File: config.mk
export PLATFORM = sky130hd
export DESIGN_NAME = mem_bus_arbiter
export DESIGN_NICKNAME = d
export VERILOG_FILES = /design/src/rtl/mem_bus_arbiter.sv
export SDC_FILE = /design/constraint.sdc
export NUM_CORES = 1
export LEC_CHECK = 0
export CAP_MARGIN = 20
export CORE_MARGIN = 2
export CORE_UTILIZATION = 42
export DETAILED_ROUTE_END_ITERATION = 10
export PLACE_DENSITY = 0.89
export SETUP_SLACK_MARGIN = 0.02
export SLEW_MARGIN = 20
export SYNTH_ARGS = -nofsm -noshare
export SYNTH_HDL_FRONTEND = slang
export SYNTH_SLANG_ARGS = --single-unit
File: constraint.sdc
create_clock -name clk -period 2.4 [get_ports clk]
set_input_delay 0.48 -clock clk [delete_from_list [all_inputs] [get_ports clk]]
set_output_delay 0.48 -clock clk [all_outputs]
set_load 0.005 [all_outputs]
File: src/rtl/mem_bus_arbiter.sv
// Two-requester arbiter for the shared memory bus: instruction fetch (read-only) and data access.
// Each granted access holds memEn for WAIT_CYCLES cycles, then pulses the requester's ack.
module mem_bus_arbiter #(
    parameter int unsigned ADDR_W      = 16,
    parameter int unsigned DATA_W      = 32,
    parameter int unsigned WAIT_CYCLES = 2
) (
    input  logic              clk,
    input  logic              resetN,
    input  logic              fetchReq,
    input  logic [ADDR_W-1:0] fetchAddr,
    output logic              fetchAck,
    output logic [DATA_W-1:0] fetchData,
    input  logic              dataReq,
    input  logic              dataRW,
    input  logic [ADDR_W-1:0] dataAddr,
    input  logic [DATA_W-1:0] dataWdata,
    output logic              dataAck,
    output logic [DATA_W-1:0] dataRdata,
    output logic              memEn,
    output logic              memRW,
    output logic [ADDR_W-1:0] memAddr,
    output logic [DATA_W-1:0] memWdata,
    input  logic [DATA_W-1:0] memRdata,
    output logic              busy
);

    localparam logic [1:0] IDLE   = 2'd0;
    localparam logic [1:0] ACCESS = 2'd1;
    localparam logic [1:0] DONE   = 2'd2;

    localparam logic GRANT_FETCH = 1'b0;
    localparam logic GRANT_DATA  = 1'b1;

    localparam logic [3:0] CNT_LOAD = 4'(WAIT_CYCLES - 1);

    logic [1:0]        state_q, state_d;
    logic              last_grant_q, last_grant_d;
    logic [3:0]        cnt_q, cnt_d;
    logic [ADDR_W-1:0] mem_addr_q, mem_addr_d;
    logic              mem_rw_q, mem_rw_d;
    logic [DATA_W-1:0] mem_wdata_q, mem_wdata_d;
    logic [DATA_W-1:0] fetch_data_q, fetch_data_d;
    logic [DATA_W-1:0] data_rdata_q, data_rdata_d;
    logic              grant_data;

    // On a tie the requester not served last wins; lastGrant also names the active requester.
    assign grant_data = dataReq && (!fetchReq || (last_grant_q == GRANT_FETCH));

    always_comb begin
        state_d      = state_q;
        last_grant_d = last_grant_q;
        cnt_d        = cnt_q;
        mem_addr_d   = mem_addr_q;
        mem_rw_d     = mem_rw_q;
        mem_wdata_d  = mem_wdata_q;
        fetch_data_d = fetch_data_q;
        data_rdata_d = data_rdata_q;
        case (state_q)
            IDLE: begin
                if (fetchReq || dataReq) begin
                    state_d = ACCESS;
                    cnt_d   = CNT_LOAD;
                    if (grant_data) begin
                        last_grant_d = GRANT_DATA;
                        mem_addr_d   = dataAddr;
                        mem_rw_d     = dataRW;
                        mem_wdata_d  = dataWdata;
                    end else begin
                        last_grant_d = GRANT_FETCH;
                        mem_addr_d   = fetchAddr;
                        mem_rw_d     = 1'b1;
                    end
                end
            end
            ACCESS: begin
                if (cnt_q == 4'd0) begin
                    state_d = DONE;
                    if (mem_rw_q) begin
                        if (last_grant_q == GRANT_DATA) begin
                            data_rdata_d = memRdata;
                        end else begin
                            fetch_data_d = memRdata;
                        end
                    end
                end else begin
                    cnt_d = cnt_q - 4'd1;
                end
            end
            DONE: begin
                state_d = IDLE;
            end
            default: begin
                state_d = IDLE;
            end
        endcase
    end

    always_ff @(posedge clk or negedge resetN) begin
        if (!resetN) begin
            state_q      <= IDLE;
            last_grant_q <= GRANT_FETCH;
            cnt_q        <= 4'd0;
            mem_addr_q   <= '0;
            mem_rw_q     <= 1'b0;
            mem_wdata_q  <= '0;
            fetch_data_q <= '0;
            data_rdata_q <= '0;
        end else begin
            state_q      <= state_d;
            last_grant_q <= last_grant_d;
            cnt_q        <= cnt_d;
            mem_addr_q   <= mem_addr_d;
            mem_rw_q     <= mem_rw_d;
            mem_wdata_q  <= mem_wdata_d;
            fetch_data_q <= fetch_data_d;
            data_rdata_q <= data_rdata_d;
        end
    end

    assign memEn     = (state_q == ACCESS);
    assign busy      = (state_q != IDLE);
    assign fetchAck  = (state_q == DONE) && (last_grant_q == GRANT_FETCH);
    assign dataAck   = (state_q == DONE) && (last_grant_q == GRANT_DATA);
    assign memAddr   = mem_addr_q;
    assign memRW     = mem_rw_q;
    assign memWdata  = mem_wdata_q;
    assign fetchData = fetch_data_q;
    assign dataRdata = data_rdata_q;

endmodule

# After elaboration in Yosys (flattened, before gate mapping)
# Cells that the tools add are included.
# totals
register_bits,120
inputBits,101
output_inout_bits,117
elab_cells,40
# op_classes
addsub,1
n_eq_ne,5
muxes,9
bitwise,1
reduce_logical,16
# op_table
operator,n
two-way mux 16 bit,1
two-way mux 4 bit,2
one-hot mux 4 bit (2 select lines),1
AND reduction 4 bit,2
AND reduction 3 bit,2
logical NOT 4 bit,1
two-way mux 2 bit,2
"!= test 2 bit, second input constant",2
one-hot mux 2 bit (2 select lines),1
AND reduction 2 bit,2
nonzero test 2 bit,2
"subtractor 4 x 1 -> 4 bit, second input constant",1
logical AND 1 bit,3
"== test 2 x 1 -> 1 bit, second input constant",1
"== test 2 bit, second input constant",1
logical NOT 2 bit,1
logical OR 1 bit,2
two-way mux 1 bit,2
"!= test 2 x 1 -> 1 bit, second input constant",1
logical NOT 1 bit,1
NOT 1 bit,1

# Logic depth before layout (Yosys ltp)
# Gate-level depths: netlist of the first run.
# logic_depth
ltp_word,4
depth_mapped,7
depth_no_buf,5

# Worst setup path after synthesis of the first run
# Ideal clock, no wire load.
# synth_timing
path_kind,input port to flip-flop
from,input port dataReq
to,register mem_addr_q[5] (netlist: memAddr[5])
setup_ns,0.125
arrival_ns,1.739
t_required_ns,2.275
slack_ns,0.536
stages,5
path_buffers,2
path_cell_list,a21bo_2 > clkbuf_1 > buf_2 > mux2_2 > mux2_2
# synth_between
elab_chain_cells,2
elab_cells_between_ends,4
classes_between,mux (1); reduce/logical (3)
# synth_rtl
element,line,source
from (decl),14,"input logic dataReq,"
logical AND 1 bit / logical OR 1 bit (equally long branches),"48, 61",
two-way mux 16 bit / AND reduction 2 bit (equally long branches),n/a,
to (signal assigned),113,mem_addr_q <= mem_addr_d;
to (decl),40,"logic [ADDR_W-1:0] mem_addr_q, mem_addr_d;"
# Parallel ways exist; a longest one is shown, timed or not.
# A chain may end at the register's enable or synchronous reset.

# Final worst setup path of the first run
# layout_timing
from,register state_q[0]
to,output port busy
# layout_between
elab_chain_cells,1
# layout_rtl
element,line,source
from (decl),37,"logic [1:0] state_q, state_d;"
from (signal assigned),110,state_q <= state_d;
nonzero test 2 bit,122,assign busy = (state_q != IDLE);
to (decl),25,output logic busy
# No other way between the ends.

==> results of run 1 <==
==> through the flow <==
stage,hold WS (ns),cells,worst slack (ns),power (W),utilization
2_1_floorplan,0.184,302,0.536,0.00541,-
3_3_place_gp,0.471,654,0.251,0.00778,0.633
3_5_place_dp,0.475,654,0.230,0.00801,0.633
4_1_cts,0.207,686,0.215,0.0110,0.692
5_1_grt,0.240,686,0.146,0.0114,0.692
6_report,0.166,686,0.238,0.0108,0.692
==> cells by family after synthesis <==
group / count (synthesis) / share of synthesized area
AO/OA/AOI/OAI: 9 / 0.0132
AND/OR/NAND/NOR: 21 / 0.0283
buffers and inverters: 19 / 0.0276
flip-flops: 120 / 0.607
multiplexers: 131 / 0.319
adder cells (fa/ha/maj): 2 / 0.00506
==> power groups by stage <==
stage / sequential, W / combinational, W / clock (W)
after floorplan: 0.00365 / 0.00176 / 0
after global placement: 0.00362 / 0.00416 / 0
after detailed placement: 0.00368 / 0.00432 / 0
after CTS: 0.00368 / 0.00434 / 0.00295
after global routing: 0.00380 / 0.00457 / 0.00305
final: 0.00366 / 0.00428 / 0.00289
==> registers in the layout (all words and copies together), names as in the netlist <==
name	count
fetchData	32
state_q	2
cnt_q	4
memWdata	32
last_grant_q	1
dataRdata	32
memAddr	16
memRW	1
==> final timing paths <==
| path | startpoint | end |
|---|---|---|
| max | state_q[0] | busy |
| min in group clk | dataRdata[7] | dataRdata[7] |
| max reg2reg | cnt_q[0] | dataRdata[22] |
| min reg2reg | dataRdata[7] | dataRdata[7] |
| min | resetN | dataRdata[7] |
| max in group asynchronous | resetN | fetchData[14] |
==> layer usage <==
| metal | share of wire | vias up |
|---|---|---|
| li1 | - | 1529 |
| met1 | 0.40 | 1691 |
| met4 | 0.021 | 0 |
| met5 | 0 | - |
| met2 | 0.51 | 164 |
| met3 | 0.076 | 21 |
==> worst max-delay path, stage by stage (launching register included) <==
cell	delay, ns
dfrtp_1	0.48
or2_1	0.27
clkdlybuf4s50_1	0.54
==> final cells by class <==
| type | count | area (sq um) | area share |
|---|---|---|---|
| clock buffers | 21 | 460 | 0.0580 |
| clock inverters | 11 | 219 | 0.0276 |
| inverters | 3 | 11.3 | 0.00142 |
| multi-input cells | 163 | 1810 | 0.228 |
| flip-flops and latches | 120 | 3000 | 0.378 |
| well taps | 143 | 179 | 0.0225 |
| repair buffers | 225 | 2250 | 0.284 |
==> cell usage in the layout (no fill, tap or decap), types with 2 or more instances in the layout <==
cell	synthesis	routed
ha_1	2	2
clkinv_4	0	3
clkdlybuf4s50_1	0	216
o21ai_0	2	2
inv_1	3	3
buf_4	4	7
clkbuf_1	2	2
dfrtp_1	120	120
or2_2	2	3
nor2b_1	2	2
nor2_1	2	2
mux2_4	28	28
mux2i_1	2	2
clkbuf_8	0	2
mux2_2	100	100
buf_12	0	2
clkbuf_16	0	17
bufinv_16	0	6
==> impl_metrics.tcl, run 1 <==
set metrics [dict create \
    cts_resized 0 \
    cts_buffers 17 \
    async_reset_ff_frac 1.00 \
    p_leak_nw 3.46 \
    synth-seq-cells 120 \
    clk_latency_ns 0.40 \
    reg2reg_depth 6 \
    met2_usage 0.335 \
    maxCapViolCount 0 \
    reg2reg_slack_ns 0.49 \
    post_cts_buffers 0 \
    cts_tree "done" \
    rsz0062_at_grt "no" \
    num_antenna_cells 0 \
    grt_pass1_vias 3855 \
    die_area_sq_um 12700 \
    end_kind "output pin" \
    synth-main-ff-cell "dfrtp_1" \
    drc 0 \
    grt_max_degree 121 \
    clock_skew_ns 0.00940 \
    postPlaceCellArea_sq_um 7260 \
    power_frac_seq 0.338 \
    p_clk_frac 0.267 \
    grt-ovfl-total 0 \
    rows 39 \
    num_io_pins 218 \
    drt_first_pass_iters 4 \
    final_hold_viol_count 0 \
    finalMaxSlewViolations 0 \
    gp_congestion 0.761 \
    synth_area_per_cell_sq_um 16.4 \
    cts-root-buf "clkbuf_16" \
    status "complete, no violations" \
    vias 3405 \
    setup_viol 0 \
    finalCriticalPeriod_ns 2.16 \
    port_buffers 217 \
    die_height_um 113 \
    finalSetupTns_ns 0 \
    final_nets 633 \
    yosysTopAreaCell "dfrtp_1" \
    yosys-top-cells-area "dfrtp_1 61%, mux2_2 23%, mux2_4 8.5%, buf_6 1.4%, buf_4 0.61%" \
    syn_to_final_growth_pct 60.4 \
    fmax_mhz 462 \
    yosysMostFrequentCell "dfrtp_1" \
    core_area_sq_um 11500 \
    post-route-period-util 0.901 \
    ir_drop_uv 757 \
    worst_ep_required_time_ns 1.92 \
    htreeDepth 4 \
    clkSlewWorstSetupHoldPaths_ns 0.05 \
    start_util 0.431 \
    grt_use_met1 0.233 \
    cp_max_fo 10 \
    crit_arrival_ns 1.68 \
    yosysTopAreaCellShare 0.607 \
    holdCritPathClass "in -> async" \
    clock_sinks 120 \
    max-slew-margin-rel 0.580 \
    p_per_area_nw_per_um2 1370 \
    top_usage_layer "met2" \
    netSwitchingFraction 0.255 \
    wire_per_inst_um 17.5 \
    drive_above_1_share 0.320 \
    yosysSeqAreaShare 0.607 \
    antenna_found_initial 0 \
    hold_buffers 0 \
    hpwl_um 8570 \
    track_usage 0.198 \
    fillers 791 \
    ys_types 36 \
    startpoint_type "flop" \
    die_w_um 113 \
    p_sw_w 0.00276 \
    path_class "reg -> out" \
    first_iter_violations 158 \
    syn_nets 405 \
    wl_um 12000 \
    tightestPinTransition_ns 0.630 \
    clockBufferDepth 2 \
    p_int_w 0.00807 \
    yosysWarnings 0 \
    syn_area_sq_um 4950 \
    ant_nets 0 \
    synthTopCellsByCount "120 x dfrtp_1, 100 x mux2_2, 28 x mux2_4, 6 x buf_6" \
    fin_area_sq_um 7940 \
    synth_edf_count 0 \
    grt_pass1_wl_um 19600 \
    comb_power_share 0.395 \
    grt_util_met3 0.0572 \
    synthCells 302 \
    drt-vias-per-instance 4.96 \
]
Power figures use the tool's default switching activity.
==> inputs of run 2 (changes only) <==
clock period = 2.1 ns   (was 2.4 ns; I/O delays follow)
==> run 2 against run 1 <==
  * Via count fell by 0.26%
  * Non-clock buffer count rose by 5
  * Power rose by 13%
  * Hold slack improved by 0.33 ns
==> impl_metrics.tcl, run 2 (synthesized netlist as in run 1, its figures left out) <==
set metrics [dict create \
    holdWs_ns 0.499 \
    vias 3396 \
    rsz0062_at_grt "no" \
    cts_tree "done" \
    instances_no_fill 691 \
    track_usage 0.196 \
    reg2reg_slack_ns 0.23 \
    cts_buffers 17 \
    drive_above_1_share 0.325 \
    syn_to_final_growth_pct 61.4 \
    wire_per_inst_um 17.2 \
    ir_drop_uv 879 \
    antenna_found_initial 0 \
    num_antenna_cells 0 \
    die_w_um 113 \
    max-slew-margin-rel 0.450 \
    htreeDepth 4 \
    reg2reg_depth 6 \
    min_to "fetchData[30]" \
    cp_max_fo 9 \
    setup_viol 0 \
    rows 39 \
    start_util 0.431 \
    path_class "reg -> out" \
    drt_first_pass_iters 4 \
    num_io_pins 218 \
    worst_r2r_endpoint "dataRdata[25]" \
    die_area_sq_um 12700 \
    min_from "fetchData[30]" \
    port_buffers 217 \
    drc 0 \
    grt-ovfl-total 0 \
    dpl.cell_count 658 \
    p_per_area_nw_per_um2 1540 \
    final_nets 638 \
    maxCapViolCount 0 \
    p_leak_nw 3.52 \
    postPlaceCellArea_sq_um 7310 \
    wl_um 11900 \
    first_iter_violations 110 \
    final_hold_viol_count 0 \
    drt-vias-per-instance 4.91 \
    fin_area_sq_um 7980 \
    clock_sinks 120 \
    final_cell_mix "213 x clkdlybuf4s50_1, 120 x dfrtp_1, 100 x mux2_2" \
    clk_latency_ns 0.41 \
    status "complete, no violations" \
    gp_congestion 0.775 \
    crit_arrival_ns 1.58 \
    worst_ep_required_time_ns 1.68 \
    clock_skew_ns 0.00835 \
    holdCritPathClass "reg -> reg" \
    end_kind "output pin" \
    total_power_w 0.0123 \
    hpwl_um 8550 \
    clockBufferDepth 2 \
    fillers 772 \
    layout_commonest_cell "clkdlybuf4s50_1" \
    die_height_um 113 \
    clkSlewWorstSetupHoldPaths_ns 0.05 \
    finalSetupTns_ns 0 \
    finalMaxSlewViolations 0 \
    grt_max_degree 47 \
    finalCriticalPeriod_ns 2.00 \
    core_area_sq_um 11500 \
    grt_pass1_vias 3747 \
    startpoint_type "flop" \
    ant_nets 0 \
    post-route-period-util 0.954 \
    hold_path_depth 1 \
    grt_pass1_wl_um 19300 \
    tightestPinTransition_ns 0.824 \
    fmax_mhz 499 \
    cts-root-buf "clkbuf_16" \
    r2r-start "cnt_q[0]" \
]
run 2: changes by cell type in the layout (fill, tap and decap cells not counted), sizes merged:
cell,change
bufinv,-1
clkbuf,+3
clkinvlp,-1
dlymetal6s2s,+2
dlygate4sd3,+1
dlygate4sd2,+1
buf,+4
clkdlybuf4s50,-3
clkinv,-1
run 2: critical path, cell delays in order, from the launching register on:
cell             delay, ns
dfrtp_1               0.34
buf_4                 0.16
nor2b_1               0.17
clkdlybuf4s50_1       0.52
run 2: routing by layer:
layer | vias up | share of wire | track usage
met1 | 1660 | 0.40 | 0.230
met4 | 0 | 0.024 | 0.0927
met2 | 171 | 0.50 | 0.322
li1 | 1543 | - | -
met5 | - | 0 | 0
met3 | 22 | 0.081 | 0.0713
run 2: worst max path at each step:
stage | startpoint | endpoint | slack, ns
5_1_grt | state_q[0] | memEn | 0.03
6_report | state_q[0] | memEn | 0.1
4_1_cts | state_q[0] | dataAck | 0.01
3_3_place_gp | fetchReq | memAddr[6] | -0.04
2_1_floorplan | dataReq | memAddr[5] | 0.30
3_5_place_dp | fetchReq | memAddr[10] | -0.08
run 2: through the flow:
stage | setup WS, ns | util
after floorplan | 0.296 | -
after global placement | -0.0406 | 0.638
after detailed placement | -0.0791 | 0.638
after CTS | 0.0149 | 0.696
after global routing | 0.0310 | 0.696
final | 0.0968 | 0.696
run 2: timing repair:
action | 4_1_cts | 5_1_grt
setup endpoints to repair | 2 | 2
resized for setup | 2 | 2
hold endpoints to repair | 28 | 0
hold buffers | 1 | 0
buffers inserted | 0 | 0
run 2: cell type report:
| cell class | count | area (sq um) | share of cell area |
|---|---|---|---|
| flip-flops and latches | 120 | 3000 | 0.376 |
| clock buffers | 24 | 492 | 0.0616 |
| well taps | 143 | 179 | 0.0224 |
| clock inverters | 8 | 165 | 0.0207 |
| inverters | 3 | 11.3 | 0.00141 |
| repair buffers | 230 | 2320 | 0.291 |
| multi-input cells | 163 | 1810 | 0.227 |
run 2: power breakdown:
group	leakage, nW	switching, W	total [W]	internal [W]
Sequential	1.43	0.000683	0.00417	0.00349
Combinational	1.76	0.00146	0.00494	0.00348
Clock	0.324	0.000955	0.00318	0.00223
Total	3.52	0.00310	0.0123	0.00919
